--- config.mk ---
export PLATFORM = sky130hd
export DESIGN_NAME = cc_line_fill_unit
export DESIGN_NICKNAME = d
export VERILOG_FILES = /design/src/rtl/cc_fill_pkg.sv /design/src/rtl/cc_line_deser.sv /design/src/rtl/cc_line_fill_unit.sv
export SDC_FILE = /design/constraint.sdc
export NUM_CORES = 1
export LEC_CHECK = 0
export CAP_MARGIN = 20
export CORE_MARGIN = 2
export CORE_UTILIZATION = 30
export DETAILED_ROUTE_END_ITERATION = 12
export DONT_BUFFER_PORTS = 1
export PLACE_DENSITY = 0.42
export SLEW_MARGIN = 25
export SYNTH_ARGS = -nofsm -noshare
export SYNTH_HDL_FRONTEND = slang
export SYNTH_SLANG_ARGS = --single-unit
export TNS_END_PERCENT = 100
--- constraint.sdc ---
create_clock -name clk -period 3.2 [get_ports clk]
set_input_delay 0.32 -clock clk [delete_from_list [all_inputs] [get_ports clk]]
set_output_delay 0.32 -clock clk [all_outputs]
set_load 0.005 [all_outputs]
--- src/rtl/cc_fill_pkg.sv ---
// Shared types and derived-width helpers for the cache line-fill engine.
// Optional macro CC_FILL_CWF_FWD_EN (used by the top) enables critical-word forwarding.
package cc_fill_pkg;

    typedef enum logic [1:0] {
        IDLE  = 2'd0,
        FILL  = 2'd1,
        WRITE = 2'd2
    } fill_state_e;

    function automatic int calc_ofs_w(input int line_bytes);
        return $clog2(line_bytes);
    endfunction

    function automatic int calc_beats(input int line_bytes, input int beat_w);
        return (line_bytes * 8) / beat_w;
    endfunction

    function automatic int calc_cnt_w(input int line_bytes, input int beat_w);
        return $clog2(calc_beats(line_bytes, beat_w));
    endfunction

    function automatic int calc_tag_w(input int addr_w, input int idx_w, input int line_bytes);
        return addr_w - idx_w - calc_ofs_w(line_bytes);
    endfunction

    // Extracts a width-bit field starting at lsb; callers cast the result to the field width.
    function automatic logic [63:0] addr_field(input logic [63:0] addr, input int lsb, input int width);
        return (addr >> lsb) & ((64'd1 << width) - 64'd1);
    endfunction

endpackage

--- src/rtl/cc_line_deser.sv ---
// Beat-slot register: stores each incoming beat into its wrapped slot of the line buffer.
module cc_line_deser
    import cc_fill_pkg::*;
#(
    parameter int BEAT_W = 64,
    parameter int BEATS  = 8
) (
    input  logic                      clk,
    input  logic                      rst,
    input  logic                      we,
    input  logic [$clog2(BEATS)-1:0]  slot,
    input  logic [BEAT_W-1:0]         din,
    output logic [BEATS*BEAT_W-1:0]   line
);

    logic [BEAT_W-1:0] slot_r [BEATS];

    // Slot storage; reset discards any partially assembled line.
    always_ff @(posedge clk) begin
        if (rst) begin
            for (int k = 0; k < BEATS; k++) begin
                slot_r[k] <= '0;
            end
        end else if (we) begin
            slot_r[slot] <= din;
        end
    end

    for (genvar g = 0; g < BEATS; g++) begin : g_line
        assign line[g*BEAT_W +: BEAT_W] = slot_r[g];
    end

endmodule

--- src/rtl/cc_line_fill_unit.sv ---
// Cache line-fill engine: pops a miss, gathers a critical-word-first burst, writes the line.
// Define CC_FILL_CWF_FWD_EN to add the registered critical-word forwarding outputs.
module cc_line_fill_unit
    import cc_fill_pkg::*;
#(
    parameter int ADDR_W     = 32,
    parameter int BEAT_W     = 64,
    parameter int LINE_BYTES = 64,
    parameter int IDX_W      = 9
) (
    input  logic                                              clk,
    input  logic                                              rst,
    input  logic [BEAT_W-1:0]                                 mem_rdata_i,
    input  logic                                              mem_rlast_i,
    input  logic                                              mem_rvalid_i,
    output logic                                              mem_rready_o,
    input  logic                                              miss_addr_fifo_empty_i,
    input  logic [ADDR_W-1:0]                                 miss_addr_fifo_rdata_i,
    output logic                                              miss_addr_fifo_rden_o,
    output logic                                              wren_o,
    output logic [IDX_W-1:0]                                  waddr_o,
    output logic [calc_tag_w(ADDR_W, IDX_W, LINE_BYTES):0]    wdata_tag_o,
    output logic [LINE_BYTES*8-1:0]                           wdata_data_o,
`ifdef CC_FILL_CWF_FWD_EN
    output logic                                              fwd_valid_o,
    output logic [BEAT_W-1:0]                                 fwd_data_o,
    output logic [IDX_W-1:0]                                  fwd_idx_o,
`endif
    output logic                                              err_o
);

    localparam int OFS_W = calc_ofs_w(LINE_BYTES);
    localparam int BEATS = calc_beats(LINE_BYTES, BEAT_W);
    localparam int CNT_W = calc_cnt_w(LINE_BYTES, BEAT_W);
    localparam int TAG_W = calc_tag_w(ADDR_W, IDX_W, LINE_BYTES);

    fill_state_e        state_r, state_s;
    logic [CNT_W-1:0]   cnt_r;
    logic [CNT_W-1:0]   start_r;
    logic [IDX_W-1:0]   idx_r;
    logic [TAG_W-1:0]   tag_r;
    logic               err_r;
    logic               pop_s;
    logic               beat_s;
    logic               last_s;
    logic [CNT_W-1:0]   slot_s;

    // A new miss may be taken from IDLE or straight out of WRITE for back-to-back fills.
    assign pop_s  = !rst && !miss_addr_fifo_empty_i && (state_r == IDLE || state_r == WRITE);
    assign beat_s = (state_r == FILL) && mem_rvalid_i;
    assign last_s = beat_s && (cnt_r == CNT_W'(BEATS - 1));
    assign slot_s = start_r + cnt_r;

    // Next-state logic; error never alters sequencing.
    always_comb begin
        state_s = state_r;
        case (state_r)
            IDLE:    if (pop_s)  state_s = FILL;  else state_s = IDLE;
            FILL:    if (last_s) state_s = WRITE; else state_s = FILL;
            WRITE:   if (pop_s)  state_s = FILL;  else state_s = IDLE;
            default: state_s = IDLE;
        endcase
    end

    // State, beat counter, latched miss fields and sticky error.
    always_ff @(posedge clk) begin
        if (rst) begin
            state_r <= IDLE;
            cnt_r   <= '0;
            start_r <= '0;
            idx_r   <= '0;
            tag_r   <= '0;
            err_r   <= 1'b0;
        end else begin
            state_r <= state_s;
            if (pop_s) begin
                cnt_r   <= '0;
                start_r <= CNT_W'(addr_field(64'(miss_addr_fifo_rdata_i), OFS_W - CNT_W, CNT_W));
                idx_r   <= IDX_W'(addr_field(64'(miss_addr_fifo_rdata_i), OFS_W, IDX_W));
                tag_r   <= TAG_W'(addr_field(64'(miss_addr_fifo_rdata_i), OFS_W + IDX_W, TAG_W));
            end else if (beat_s) begin
                cnt_r <= cnt_r + CNT_W'(1);
            end
            if (beat_s && mem_rlast_i && !last_s) begin
                err_r <= 1'b1;
            end
        end
    end

    cc_line_deser #(
        .BEAT_W (BEAT_W),
        .BEATS  (BEATS)
    ) u_deser (
        .clk  (clk),
        .rst  (rst),
        .we   (beat_s),
        .slot (slot_s),
        .din  (mem_rdata_i),
        .line (wdata_data_o)
    );

`ifdef CC_FILL_CWF_FWD_EN
    logic              fwd_valid_r;
    logic [BEAT_W-1:0] fwd_data_r;
    logic [IDX_W-1:0]  fwd_idx_r;

    // Early return of the critical (first) beat of each fill.
    always_ff @(posedge clk) begin
        if (rst) begin
            fwd_valid_r <= 1'b0;
            fwd_data_r  <= '0;
            fwd_idx_r   <= '0;
        end else begin
            fwd_valid_r <= beat_s && (cnt_r == '0);
            if (beat_s && (cnt_r == '0)) begin
                fwd_data_r <= mem_rdata_i;
                fwd_idx_r  <= idx_r;
            end
        end
    end

    assign fwd_valid_o = fwd_valid_r;
    assign fwd_data_o  = fwd_data_r;
    assign fwd_idx_o   = fwd_idx_r;
`endif

    assign mem_rready_o          = (state_r == FILL);
    assign miss_addr_fifo_rden_o = pop_s;
    assign wren_o                = (state_r == WRITE);
    assign waddr_o               = idx_r;
    assign wdata_tag_o           = {wren_o, tag_r};
    assign err_o                 = err_r;

endmodule

==> flow_summary.rst <==
.. list-table::
   :header-rows: 1

   * - Metric
     - Value
   * - Clk slew on worst S/H paths
     - 0.06 ns
   * - Result of the run
     - finished clean
   * - Gpl congestion
     - 0.776
   * - Sequential share of the synthesized area
     - 78.0%
   * - Net switching share of the total power
     - 22.3%
   * - Cell Rows
     - 96
   * - Class of the tightest hold or removal check
     - in2reg
   * - Reg-to-Reg Start
     - cnt_r[0]
   * - Gate count of the mapped netlist
     - 1259
   * - Number of primary I/O pins
     - 644
   * - Number of fill cells
     - 6367
   * - Largest cells by area after synthesis
     - sky130_fd_sc_hd__edfxtp_1 75%, sky130_fd_sc_hd__and2_1 16%, sky130_fd_sc_hd__dfxtp_1 3.4%
   * - Worst rel slew slack
     - 44.8%
   * - Ratio of final minimum period to clock period
     - 83.8%
   * - Average cell area after synthesis
     - 16.4 um2
   * - Total via count after detailed routing
     - 10400
   * - First-pass GRT wire length
     - 88200 um
   * - Setup slack of the worst register-to-register path
     - 0.52 ns
   * - Highest fanout seen on the critical path
     - 64
   * - Classification of the worst setup path
     - reg2reg
   * - Library cell occupying the most area in the post-synthesis netlist
     - sky130_fd_sc_hd__edfxtp_1
   * - Yosys top cell area share
     - 74.6%
   * - Grt ovf
     - 0
   * - Number of pins exceeding their max-slew limit in the final report
     - 0
   * - Worst R2R End
     - u_deser.slot_r[0][38]
   * - DIE WIDTH
     - 266 um
   * - Internal portion of total power
     - 0.0122 W
   * - Via count normalized by instance count
     - 4.51
   * - Combinational share of power
     - 3.8%
   * - Number of distinct library cells after synthesis
     - 30
   * - Cell Area, Synth
     - 20600 um2
   * - Residual DRC count
     - 0
   * - Total Negative Setup Slacks
     - 0 ns
   * - Fraction of final layout cells with drive strength greater than 1
     - 9.07%
   * - Most frequent cells in the layout
     - 512 x sky130_fd_sc_hd__and2_1, 512 x sky130_fd_sc_hd__edfxtp_1, 96 x sky130_fd_sc_hd__dlygate4sd3_1
   * - Area of the die
     - 70800 um2
   * - Post-detailed-placement half-perimeter wirelength
     - 40100 um
   * - Pin count of the biggest net entering global routing
     - 65
   * - Hold path startpoint
     - rst
   * - Total wire length
     - 64800 um
   * - Kind of capture point of the worst setup path
     - flop
   * - CTS tree
     - yes
   * - CTS H-Tree Depth
     - 2
   * - Worst path arrival time
     - 3.15 ns
   * - Post-synthesis to final-layout area growth
     - 19.3%
   * - Max cap viols
     - 0
   * - Worst hold endpoint
     - u_deser.slot_r[6][32]
   * - Clock period minus worst slack
     - 2.68 ns
   * - Transition time of the tightest slew-check pin
     - 0.828 ns
   * - Power Density
     - 640 nW/um2
   * - Worst clock skew
     - 0.0235 ns
   * - Required time reported for the critical path endpoint
     - 3.67 ns
   * - Cell count of the worst hold path
     - 1
   * - Post-synthesis register bit count
     - 547
   * - Final count of hold timing violations
     - 0
   * - Highest achievable clock rate
     - 0.373 GHz
   * - Number of iterations in the first detailed-routing pass
     - 4
   * - Endpoints failing setup
     - 0
   * - Net count of the mapped netlist
     - 1364
   * - Placeable core region
     - 68300 um2
   * - Cell Area, Placed
     - 21700 um2
   * - Post-route cell area
     - 24600 um2
   * - Vertical die dimension
     - 266 um
   * - YS warnings
     - 0
   * - Tot GR Track Use
     - 17.7%
   * - Length in cells of the worst reg-to-reg path
     - 7
   * - Number of DRC markers in iteration 0
     - 746
   * - WL/cell
     - 28.1 um
   * - Clock tree root driver cell
     - sky130_fd_sc_hd__clkbuf_16
   * - Count of cells resized by post-cts repair
     - 0
   * - Bufs on Longest Clock Path
     - 3
   * - Via count of the first global-routing pass
     - 10300
   * - Antenna viol nets, final
     - 0
   * - LEAKAGE
     - 8.95 nW
   * - P_sw
     - 0.00351 W
   * - Nets
     - 1480
   * - Total clock buffers created by CTS
     - 60
   * - Num Clock Sinks
     - 547
   * - Number of input and output port buffers inserted
     - 0
   * - Startpoint types
     - flop
   * - Starting utilization of the core area
     - 30.1%
   * - Antenna violations before repair
     - 2
   * - Flop pwr share
     - 53.2%
   * - Maximum vdd ir drop
     - 0.000416 V
   * - Clock latency reported for the late side of the worst-skew pair
     - 0.62 ns
   * - Part of the total power dissipated in the clock network
     - 42.9%
   * - Unrepaired setup endpoints after global routing
     - false
cells in the mapped netlist, drive strengths merged:
cell     count
a41oi        1
o21bai       1
xor3         1
clkbuf      32
nand2b      28
xnor3        1
inv          5
edfxtp     512
nand4bb      1
o21ai       28
nor4         4
and2       512
nor4b        2
or2          8
o31ai        1
nor3         7
mux2i        2
fa           1
ha           3
buf         37
nand3b       1
nor2b        2
xor2         1
nand2       32
nor2         1
dfxtp       35
critical path, cell delays in order (launching register included):
cell and delay, ns:
sky130_fd_sc_hd__dfxtp_1 0.38, sky130_fd_sc_hd__ha_1 0.16, sky130_fd_sc_hd__inv_1 0.05, sky130_fd_sc_hd__fa_1 0.40, sky130_fd_sc_hd__xnor3_2 0.35, sky130_fd_sc_hd__nor4_4 0.26
sky130_fd_sc_hd__buf_4 0.66, sky130_fd_sc_hd__and2_1 0.23
stage by stage:
stage                     total power [W]  hold WS [ns]  instances  util (%)  worst slack (ns)
after detailed placement          0.00896         0.411       2098      31.8             0.475
after global routing               0.0163         0.129       2305      36.0             0.332
after floorplan                   0.00863         0.428       1259         -             0.108
final                              0.0157         0.142       2307      36.0             0.517
after CTS                          0.0160         0.109       2305      36.0             0.414
after global placement            0.00896         0.409       2098      31.8             0.481
repair_timing:
action                                  in CTS  in global routing
endpoints found under the setup margin       0                  0
hold endpoints to repair                   547                  0
hold buffers                                97                  0
buffers inserted                             0                  0
routing by layer:
layer | GRT usage (%) | up-vias | share of wire [%]
met1 | 21.3 | 5229 | 39
met3 | 6.07 | 79 | 8.7
met2 | 30.2 | 483 | 50
met4 | 4.74 | 0 | 2.2
met5 | 0 | - | 0
li1 | - | 4613 | -
worst max-delay path by stage:
stage,slack (ns),to,cells past startpoint,startpoint
floorplan,0.11,u_deser.slot_r[4][0],7,cnt_r[0]
global placement,0.48,u_deser.slot_r[4][54],7,cnt_r[0]
detailed placement,0.47,u_deser.slot_r[4][54],7,cnt_r[0]
CTS,0.41,miss_addr_fifo_rden_o,3,rst
global route,0.33,u_deser.slot_r[0][38],7,cnt_r[0]
finish,0.52,u_deser.slot_r[0][38],7,cnt_r[0]
state kept, by name, indices dropped and copies added (netlist names):
signal,flops
waddr_o,9
start_r,3
cnt_r,3
tag_r,17
state_r,2
u_deser.slot_r,512
err_o,1
power groups by stage:
stage	combinational [W]	clock, W	sequential [W]
final	0.000604	0.00676	0.00838
after global routing	0.000658	0.00721	0.00840
after CTS	0.000627	0.00694	0.00839
after detailed placement	0.000424	0	0.00854
after global placement	0.000416	0	0.00854
after floorplan	0.000232	0	0.00839
area by class of cell:
class | count | area [um2] | share of cell area (%)
Inverter | 5 | 18.8 | 0.0763
Timing Repair Buffer | 123 | 1400 | 5.69
Multi-Input combinational cell | 638 | 4080 | 16.6
Clock buffer | 73 | 1550 | 6.31
Tap cell | 882 | 1100 | 4.49
Clock inverter | 37 | 348 | 1.41
Antenna cell | 2 | 5.00 | 0.0204
Sequential cell | 547 | 16100 | 65.4
logic make-up after synthesis:
family | Yosys count | share of synthesized area, %
buf+inv | 74 | 2.55
simple gates | 598 | 18.0
mux | 2 | 0.0972
flops | 547 | 78.0
xor+xnor | 3 | 0.273
fa+ha+maj | 4 | 0.279
compound gates | 31 | 0.795
No activity file was read; power rests on OpenSTA's default activity.
